<file path="src/rtl/trap_ctrl.sv">
`default_nettype none
// ============================================================================
//  Module      : trap_ctrl
//  Description : Trap initiator toward the machine-mode CSR file. Prioritises
//                exceptions, interrupts and mret, then redirects fetch.
//                Interrupt causes are enabled by defining TRAP_CTRL_IRQ_EN.
//  Revision    : 1.0  initial release
// ============================================================================
module trap_ctrl #(
    parameter int unsigned FLUSH_CYCLES = 2,
    parameter logic [31:0] MTVEC_MASK   = 32'hFFFF_FFFC
) (
    input  logic        clk,
    input  logic        rst,
    input  logic        req_fetch_misalign,
    input  logic        req_illegal,
    input  logic        req_ebreak,
    input  logic        req_ecall,
    input  logic        req_load_misalign,
    input  logic        req_store_misalign,
    input  logic        irq_timer,
    input  logic        irq_ext,
    input  logic        irq_en,
    input  logic        mret,
    input  logic [31:0] ex_pc,
    input  logic [31:0] mem_addr,
    input  logic [31:0] mtvec_rdata,
    input  logic [31:0] mepc_rdata,
    output logic        trap,
    output logic [4:0]  trap_src,
    output logic        misalign,
    output logic [31:0] pc,
    output logic [31:0] dmem_addr,
    output logic        redirect,
    output logic [31:0] redirect_pc,
    output logic        pipe_flush
);

    typedef enum logic [0:0] {
        ST_IDLE  = 1'b0,
        ST_FLUSH = 1'b1
    } state_t;

    localparam logic [2:0] c_flush_load = 3'(FLUSH_CYCLES);

    state_t      r_state,       w_state_nxt;
    logic [2:0]  r_cnt,         w_cnt_nxt;
    logic        r_trap,        w_trap_nxt;
    logic [4:0]  r_trap_src,    w_trap_src_nxt;
    logic        r_misalign,    w_misalign_nxt;
    logic [31:0] r_pc,          w_pc_nxt;
    logic [31:0] r_dmem_addr,   w_dmem_addr_nxt;
    logic        r_redirect,    w_redirect_nxt;
    logic [31:0] r_redirect_pc, w_redirect_pc_nxt;
    logic        r_pipe_flush,  w_pipe_flush_nxt;

    logic        w_irq_ext;
    logic        w_irq_timer;
    logic        w_take;
    logic        w_intr;
    logic [3:0]  w_code;
    logic        w_is_mis;

`ifdef TRAP_CTRL_IRQ_EN
    assign w_irq_ext   = irq_ext & irq_en;
    assign w_irq_timer = irq_timer & irq_en;
`else
    logic w_unused_irq;
    assign w_irq_ext    = 1'b0;
    assign w_irq_timer  = 1'b0;
    assign w_unused_irq = &{irq_timer, irq_ext, irq_en};
`endif

    // Fixed-priority cause select: every exception outranks every interrupt.
    always_comb begin
        w_take   = 1'b1;
        w_intr   = 1'b0;
        w_code   = 4'd0;
        w_is_mis = 1'b0;
        if (req_fetch_misalign) begin
            w_code = 4'd0;
        end else if (req_illegal) begin
            w_code = 4'd2;
        end else if (req_ebreak) begin
            w_code = 4'd3;
        end else if (req_load_misalign) begin
            w_code   = 4'd4;
            w_is_mis = 1'b1;
        end else if (req_store_misalign) begin
            w_code   = 4'd6;
            w_is_mis = 1'b1;
        end else if (req_ecall) begin
            w_code = 4'd11;
        end else if (w_irq_ext) begin
            w_intr = 1'b1;
            w_code = 4'd11;
        end else if (w_irq_timer) begin
            w_intr = 1'b1;
            w_code = 4'd7;
        end else begin
            w_take = 1'b0;
        end
    end

    always_comb begin
        w_state_nxt       = r_state;
        w_cnt_nxt         = r_cnt;
        w_trap_nxt        = 1'b0;
        w_misalign_nxt    = 1'b0;
        w_redirect_nxt    = 1'b0;
        w_pipe_flush_nxt  = 1'b0;
        w_trap_src_nxt    = r_trap_src;
        w_pc_nxt          = r_pc;
        w_dmem_addr_nxt   = r_dmem_addr;
        w_redirect_pc_nxt = r_redirect_pc;
        case (r_state)
            ST_IDLE: begin
                if (w_take) begin
                    w_trap_nxt        = 1'b1;
                    w_trap_src_nxt    = {w_intr, w_code};
                    w_pc_nxt          = ex_pc;
                    w_misalign_nxt    = w_is_mis;
                    w_redirect_nxt    = 1'b1;
                    w_pipe_flush_nxt  = 1'b1;
                    w_redirect_pc_nxt = mtvec_rdata & MTVEC_MASK;
                    w_state_nxt       = ST_FLUSH;
                    w_cnt_nxt         = c_flush_load;
                    if (w_is_mis) begin
                        w_dmem_addr_nxt = mem_addr;
                    end
                end else if (mret) begin
                    w_redirect_nxt    = 1'b1;
                    w_pipe_flush_nxt  = 1'b1;
                    w_redirect_pc_nxt = mepc_rdata;
                    w_state_nxt       = ST_FLUSH;
                    w_cnt_nxt         = c_flush_load;
                end
            end
            ST_FLUSH: begin
                // Leaving on count 1 makes requests visible FLUSH_CYCLES after the pulse.
                if (r_cnt <= 3'd1) begin
                    w_state_nxt = ST_IDLE;
                    w_cnt_nxt   = 3'd0;
                end else begin
                    w_cnt_nxt = r_cnt - 3'd1;
                end
            end
            default: begin
                w_state_nxt = ST_IDLE;
                w_cnt_nxt   = 3'd0;
            end
        endcase
    end

    always_ff @(posedge clk) begin
        if (rst) begin
            r_state       <= ST_IDLE;
            r_cnt         <= 3'd0;
            r_trap        <= 1'b0;
            r_trap_src    <= 5'd0;
            r_misalign    <= 1'b0;
            r_pc          <= 32'd0;
            r_dmem_addr   <= 32'd0;
            r_redirect    <= 1'b0;
            r_redirect_pc <= 32'd0;
            r_pipe_flush  <= 1'b0;
        end else begin
            r_state       <= w_state_nxt;
            r_cnt         <= w_cnt_nxt;
            r_trap        <= w_trap_nxt;
            r_trap_src    <= w_trap_src_nxt;
            r_misalign    <= w_misalign_nxt;
            r_pc          <= w_pc_nxt;
            r_dmem_addr   <= w_dmem_addr_nxt;
            r_redirect    <= w_redirect_nxt;
            r_redirect_pc <= w_redirect_pc_nxt;
            r_pipe_flush  <= w_pipe_flush_nxt;
        end
    end

    assign trap        = r_trap;
    assign trap_src    = r_trap_src;
    assign misalign    = r_misalign;
    assign pc          = r_pc;
    assign dmem_addr   = r_dmem_addr;
    assign redirect    = r_redirect;
    assign redirect_pc = r_redirect_pc;
    assign pipe_flush  = r_pipe_flush;

endmodule
`default_nettype wire

</file>
<file path="config.mk">
export PLATFORM = sky130hd
export DESIGN_NAME = trap_ctrl
export DESIGN_NICKNAME = d
export VERILOG_FILES = /design/src/rtl/trap_ctrl.sv
export SDC_FILE = /design/constraint.sdc
export NUM_CORES = 1
export LEC_CHECK = 0
export CORE_UTILIZATION = 34
export CTS_CLUSTER_SIZE = 8
export DETAILED_ROUTE_END_ITERATION = 7
export PLACE_DENSITY_LB_ADDON = 0.05
export SLEW_MARGIN = 20
export SYNTH_ARGS = -nofsm -noshare
export SYNTH_HDL_FRONTEND = slang
export SYNTH_SLANG_ARGS = --single-unit
</file>
<file path="constraint.sdc">
create_clock -name clk -period 1.55 [get_ports clk]
set_clock_uncertainty 0.1 [all_clocks]
set_input_delay 0.155 -clock clk [delete_from_list [all_inputs] [get_ports clk]]
set_output_delay 0.155 -clock clk [all_outputs]
set_load 0.02 [all_outputs]
</file>
### Word-level counts from Yosys, hierarchy flattened

Index checks and enable logic that the tools add are counted.

| storage, ports and cells | value |
|---|---|
| bits in latches | 0 |
| bits in writable memories | 0 |
| memories kept | 0 |
| output and inout bits | 105 |
| ROM bits | 0 |
| bits in registers | 107 |

| operators by class | value |
|---|---|
| $mul | 0 |
| add/sub/neg operators | 1 |
| multiplexer cells | 28 |
| bitwise logic cells | 2 |
| reduce and logical (&&, ||, !) cells | 6 |
| shifts and indexed selects | 0 |
| divide/modulo/power cells | 0 |
| $lt $le $gt $ge | 1 |
| eq/ne operators | 1 |

Operator list:

| kind | count |
|---|---|
| 32-bit two-way mux | 2 |
| 4-bit two-way mux | 6 |
| 1-bit two-way mux | 15 |
| 3-bit two-way mux | 3 |
| 3-bit case mux with 2 select lines | 1 |
| 2-bit AND reduction | 2 |
| 3-bit by 1-bit less-or-equal comparator with 1-bit output, second input constant | 1 |
| 3-bit != test, second input constant | 1 |
| 3-bit AND reduction | 1 |
| 3-bit OR reduction | 1 |
| 3-bit by 1-bit subtractor with 3-bit output, second input constant | 1 |
| 1-bit inverter | 2 |
| 1-bit case mux with 2 select lines | 1 |
| 2-bit nonzero test | 1 |
| 2-bit OR reduction | 1 |

### Longest topological paths before layout

| depth | value |
|---|---|
| depth after elaboration | 8 |
| gate-level depth with buffers | 7 |

### Least setup slack after synthesis

Ideal clock, no wire load.

| timing | value |
|---|---|
| path kind | input to register |
| from | input req_ebreak |
| to | register r_dmem_addr[26] (netlist: dmem_addr[26]) |
| arrival | 1.402 ns |
| required time | 1.318 ns |
| setup time | 0.132 ns |
| slack | -0.084 ns |
| stages on the path | 7 |
| cells stage by stage | or3_1 -> buf_6 -> or3_1 -> buf_6 -> buf_8 -> nand2_1 -> a21oi_1 |

| on the way | value |
|---|---|
| longest elaborated chain between the ends | 4 |
| elaborated cells on any way between the ends | 7 |
| those cells by class | mux: 6; reduce/logical: 1 |

Ends and longest elaborated chain:

| element | line | source |
|---|---|---|
| from (decl) | 17 | `input logic req_ebreak,` |
| 1-bit two-way mux | 84 | `end else if (req_ebreak) begin` |
| 1-bit two-way mux | 82 | `end else if (req_illegal) begin` |
| 1-bit two-way mux | 80 | `if (req_fetch_misalign) begin` |
| 3-bit AND reduction (no source line) * | -- |  |
| to (signal assigned) | 174 | `r_dmem_addr <= w_dmem_addr_nxt;` |
| to (decl) | 52 | `logic [31:0] r_dmem_addr, w_dmem_addr_nxt;` |

Mark *: on every way between the ends. The rest lies on a longest branch, timed or not.
A chain may end at the register's enable or synchronous reset.

### Final worst setup path

| timing | value |
|---|---|
| from | input req_load_misalign |
| to | register r_redirect_pc[6] (netlist: redirect_pc[6]) |

| on the way | value |
|---|---|
| longest elaborated chain between the ends | 6 |
| elaborated cells on any way between the ends | 7 |
| those cells by class | mux: 5; reduce/logical: 2 |

Ends and longest elaborated chain:

| element | line | source |
|---|---|---|
| from (decl) | 19 | `input logic req_load_misalign,` |
| 1-bit two-way mux * | 86 | `end else if (req_load_misalign) begin` |
| 1-bit two-way mux * | 84 |  |
| 1-bit two-way mux * | 82 |  |
| 1-bit two-way mux * | 80 |  |
| 2-bit nonzero test (no source line) | -- |  |
| 2-bit AND reduction (no source line) | -- |  |
| to (signal assigned) | 176 | `r_redirect_pc <= w_redirect_pc_nxt;` |
| to (decl) | 54 | `logic [31:0] r_redirect_pc, w_redirect_pc_nxt;` |

Marks and branches as above.

==> results.yml <==
run_status:
  status: "finished with violations"
  failed_checks: "DRC"
power:
  swShare_pct: 25.42
  pwr_density_cell_nw_per_um2: 947.6
  ir_drop_mv: 0.6576
  clkPwrFrac_pct: 36.6
  p_int_w: 0.005316
  p_sw_w: 0.001812
  combPwrFrac_pct: 21.2
  leakage_nw: 3.661
  seqPwrFrac_pct: 42.1
worst_setup_path:
  reg2reg_depth: 5
  crit_slowest_cell: "bufbuf_16"
  cp_max_fo: 10
  cp_cell_sequence: "dlygate4sd2_1 > buf_6 > nor4_4 > buf_4 > a21oi_4 > buf_6 > bufbuf_16 > a311oi_1"
  cp_slowest_stage_delay_ps: 280
  end_kind: "flop"
  crit_type: "primary input to flop"
  crit_path_start_kind: "primary input"
  worst_ep_arrival_time_ps: 1680
  crit_required_ps: 1700
  cp_common_cell: "buf_6"
timing:
  layout_min_cycle_time_ps: 1530
  rsz0062_at_grt: "yes"
  drv_slew: 0
  setup_viol: 0
  period_share_pct: 98.70
  clock.fmax_mhz: 653.7
  finalHoldViolCount: 0
hold_path:
  holdPathStages: 2
  hold_path_class: "primary input to flop"
clocking:
  cts_tree: "built"
  clkSinkCount: 107
  cts_htree_levels: 3
  cts_buffers: 9
  clock_path_buffers: 2
  cts-root-buf: "clkbuf_16"
  clkLatencyLatePin_ps: 330
  cts_hold_buf: 0
  path_clk_slew_ps: 70
drt:
  avgViaCountPerCell: 4.805
  drtIter0Drc: 204
  postRouteAntennaNets: 0
  drc_errors: 14
  routedWlPerCell_um: 14.26
  drtPass1Iterations: 6
  vias: 4401
  drt_wl_total_um: 13060
layout:
  drive_above_1_share_pct: 10.87
  finish.net_count: 910
  area_growth_pct: 82.74
  final_cell_count_no_fill: 916
  antennaDiodeCount: 0
  nFillCells: 976
  design_area_um2: 7522
placement:
  place_inst: 888
  hpwl_um: 8803
  port-buffer-count: 238
  gp_congestion: 0.7313
  placed_area_um2: 6825
synth:
  synth-warning-count: 0
  synth_fp_nets: 661
  avgSynthCellArea_um2: 7.931
  syn_inst: 519
  synth_cell_types: 33
  synth_area_um2: 4116
  yosysSeqAreaShare_pct: 52.04
  ys_ff_latch: 107
grt:
  grt_pass1_wl_um: 21080
  overflow: 0
  grt_pass1_vias: 4353
  antenna_found_initial: 0
  grt_max_degree: 43
  grt_usage_pct: 20.88
die:
  core-area_um2: 11610
  dieArea_um2: 12550
  ios: 245
  die_x_um: 112.0
  rows: 39
  die_y_um: 112.0
  initial_core_util_pct: 35.44
flow_run:
  max_cap_violations: 0
critical path, delay by kind of cell:
kind,cells,cell delay (ps)
buf+inv,5,970
compound gates,2,290
simple gates,1,270
cell usage in the layout (no fill, tap or decap), drive strengths merged:
cell type      Yosys  layout
a2bb2oi            1       1
o21ba              1       1
a22oi              1       1
a311oi            30      30
nor2              40      40
dfxtp            107     107
o31ai              1       1
o21a               1       1
o21bai             1       1
bufbuf             0       1
clkdlybuf4s50      0     127
inv                3       5
nand2b             2       2
or2                1       1
buf               17      41
nand2            194     194
nor4               1       1
bufinv             0       3
a21oi             76      76
nand4              1       1
clkbuf            24       9
conb               1       1
nor3               3       3
or3                3       3
dlymetal6s2s       0      33
dlygate4sd2        0      77
nand3              3       3
ha                 2       2
o21ai              3       3
clkinvlp           0       2
or4                2       2
stage by stage:
stage	worst slack [ps]	hold WS, ps	setup TNS [ps]	util [%]	power [W]
2_1_floorplan	-46.97	191.0	-1336	-	0.003665
3_3_place_gp	-447.5	339.9	-45100	58.77	0.004499
3_5_place_dp	-499.0	344.6	-47760	58.77	0.004516
4_1_cts	0.09825	91.79	0	63.91	0.007211
5_1_grt	-0.09648	111.2	-0.09648	64.77	0.007446
6_report	20.15	96.28	0	64.77	0.007128
flip-flops by register name, indices dropped and copies added, names as in the netlist:
register,cells
pc,32
trap_src,4
trap,1
r_state,1
r_cnt,3
pipe_flush,1
dmem_addr,32
misalign,1
redirect_pc,32
metal layers:
layer / share of wire [%] / global-route usage, % / vias to the layer above / routed length (um)
li1: - / - / 2229 / -
met3: 8.2 / 5.670 / 22 / 1066
met4: 2.2 / 8.267 / 0 / 282
met5: 0 / 0 / - / 0
met2: 49 / 36.65 / 159 / 6405
met1: 41 / 24.14 / 1991 / 5304
synthesized netlist by cell type (all sizes together):
cell,number,area (um^2)
nand2,194,730.7
dfxtp,107,2142
a21oi,76,380.4
nor2,40,157.6
a311oi,30,262.8
clkbuf,24,90.09
buf,17,131.4
inv,3,11.26
nand3,3,15.01
nor3,3,26.28
o21ai,3,26.28
or3,3,18.77
ha,2,25.02
nand2b,2,12.51
or4,2,15.01
a22oi,1,7.510
a2bb2oi,1,8.760
conb,1,3.750
nand4,1,6.260
nor4,1,6.260
o21a,1,7.510
o21ba,1,10.01
o21bai,1,7.510
o31ai,1,7.510
or2,1,6.260
power groups by stage:
stage / clock, W / combinational [W] / sequential [W]
6_report: 0.00261 / 0.00151 / 0.00300
5_1_grt: 0.00280 / 0.00162 / 0.00303
3_5_place_dp: 0 / 0.00145 / 0.00307
2_1_floorplan: 0 / 0.000401 / 0.00326
4_1_cts: 0.00268 / 0.00152 / 0.00300
3_3_place_gp: 0 / 0.00143 / 0.00306
layout make-up:
cell class | count | area (um^2) | share of cell area, %
Clock buffer | 9 | 225.2 | 2.994
Clock inverter | 7 | 122.6 | 1.630
Inverter | 3 | 11.26 | 0.1497
Multi-Input combinational cell | 368 | 1867 | 24.82
Sequential cell | 107 | 2143 | 28.49
Tap cell | 143 | 178.9 | 2.379
Timing Repair Buffer | 279 | 2974 | 39.54
path summary, 6_finish.rpt:
| kind | start | endpoint | slack (ps) |
|---|---|---|---|
| setup / recovery | req_load_misalign | redirect_pc[6] | 20 |
| hold / removal | rst | trap_src[2] | 100 |
| setup reg to reg | r_state | redirect_pc[18] | 100 |
| hold reg to reg | pc[24] | pc[24] | 350 |
cell families after synthesis:
group	share of synthesized area, %
flops	52.04
simple gates	24.16
fa+ha+maj	0.6078
other cells	0.09110
buf+inv	5.653
compound gates	17.45
repair_timing:
action                                  in CTS  in global routing
pin swaps                                   14                  6
hold endpoints to repair                     0                  0
cloned                                       5                  0
endpoints found under the setup margin     171                 49
resized for setup                          108                 37
setup buffers                                8                  0
Note: power is estimated with default switching activity, not from simulation.
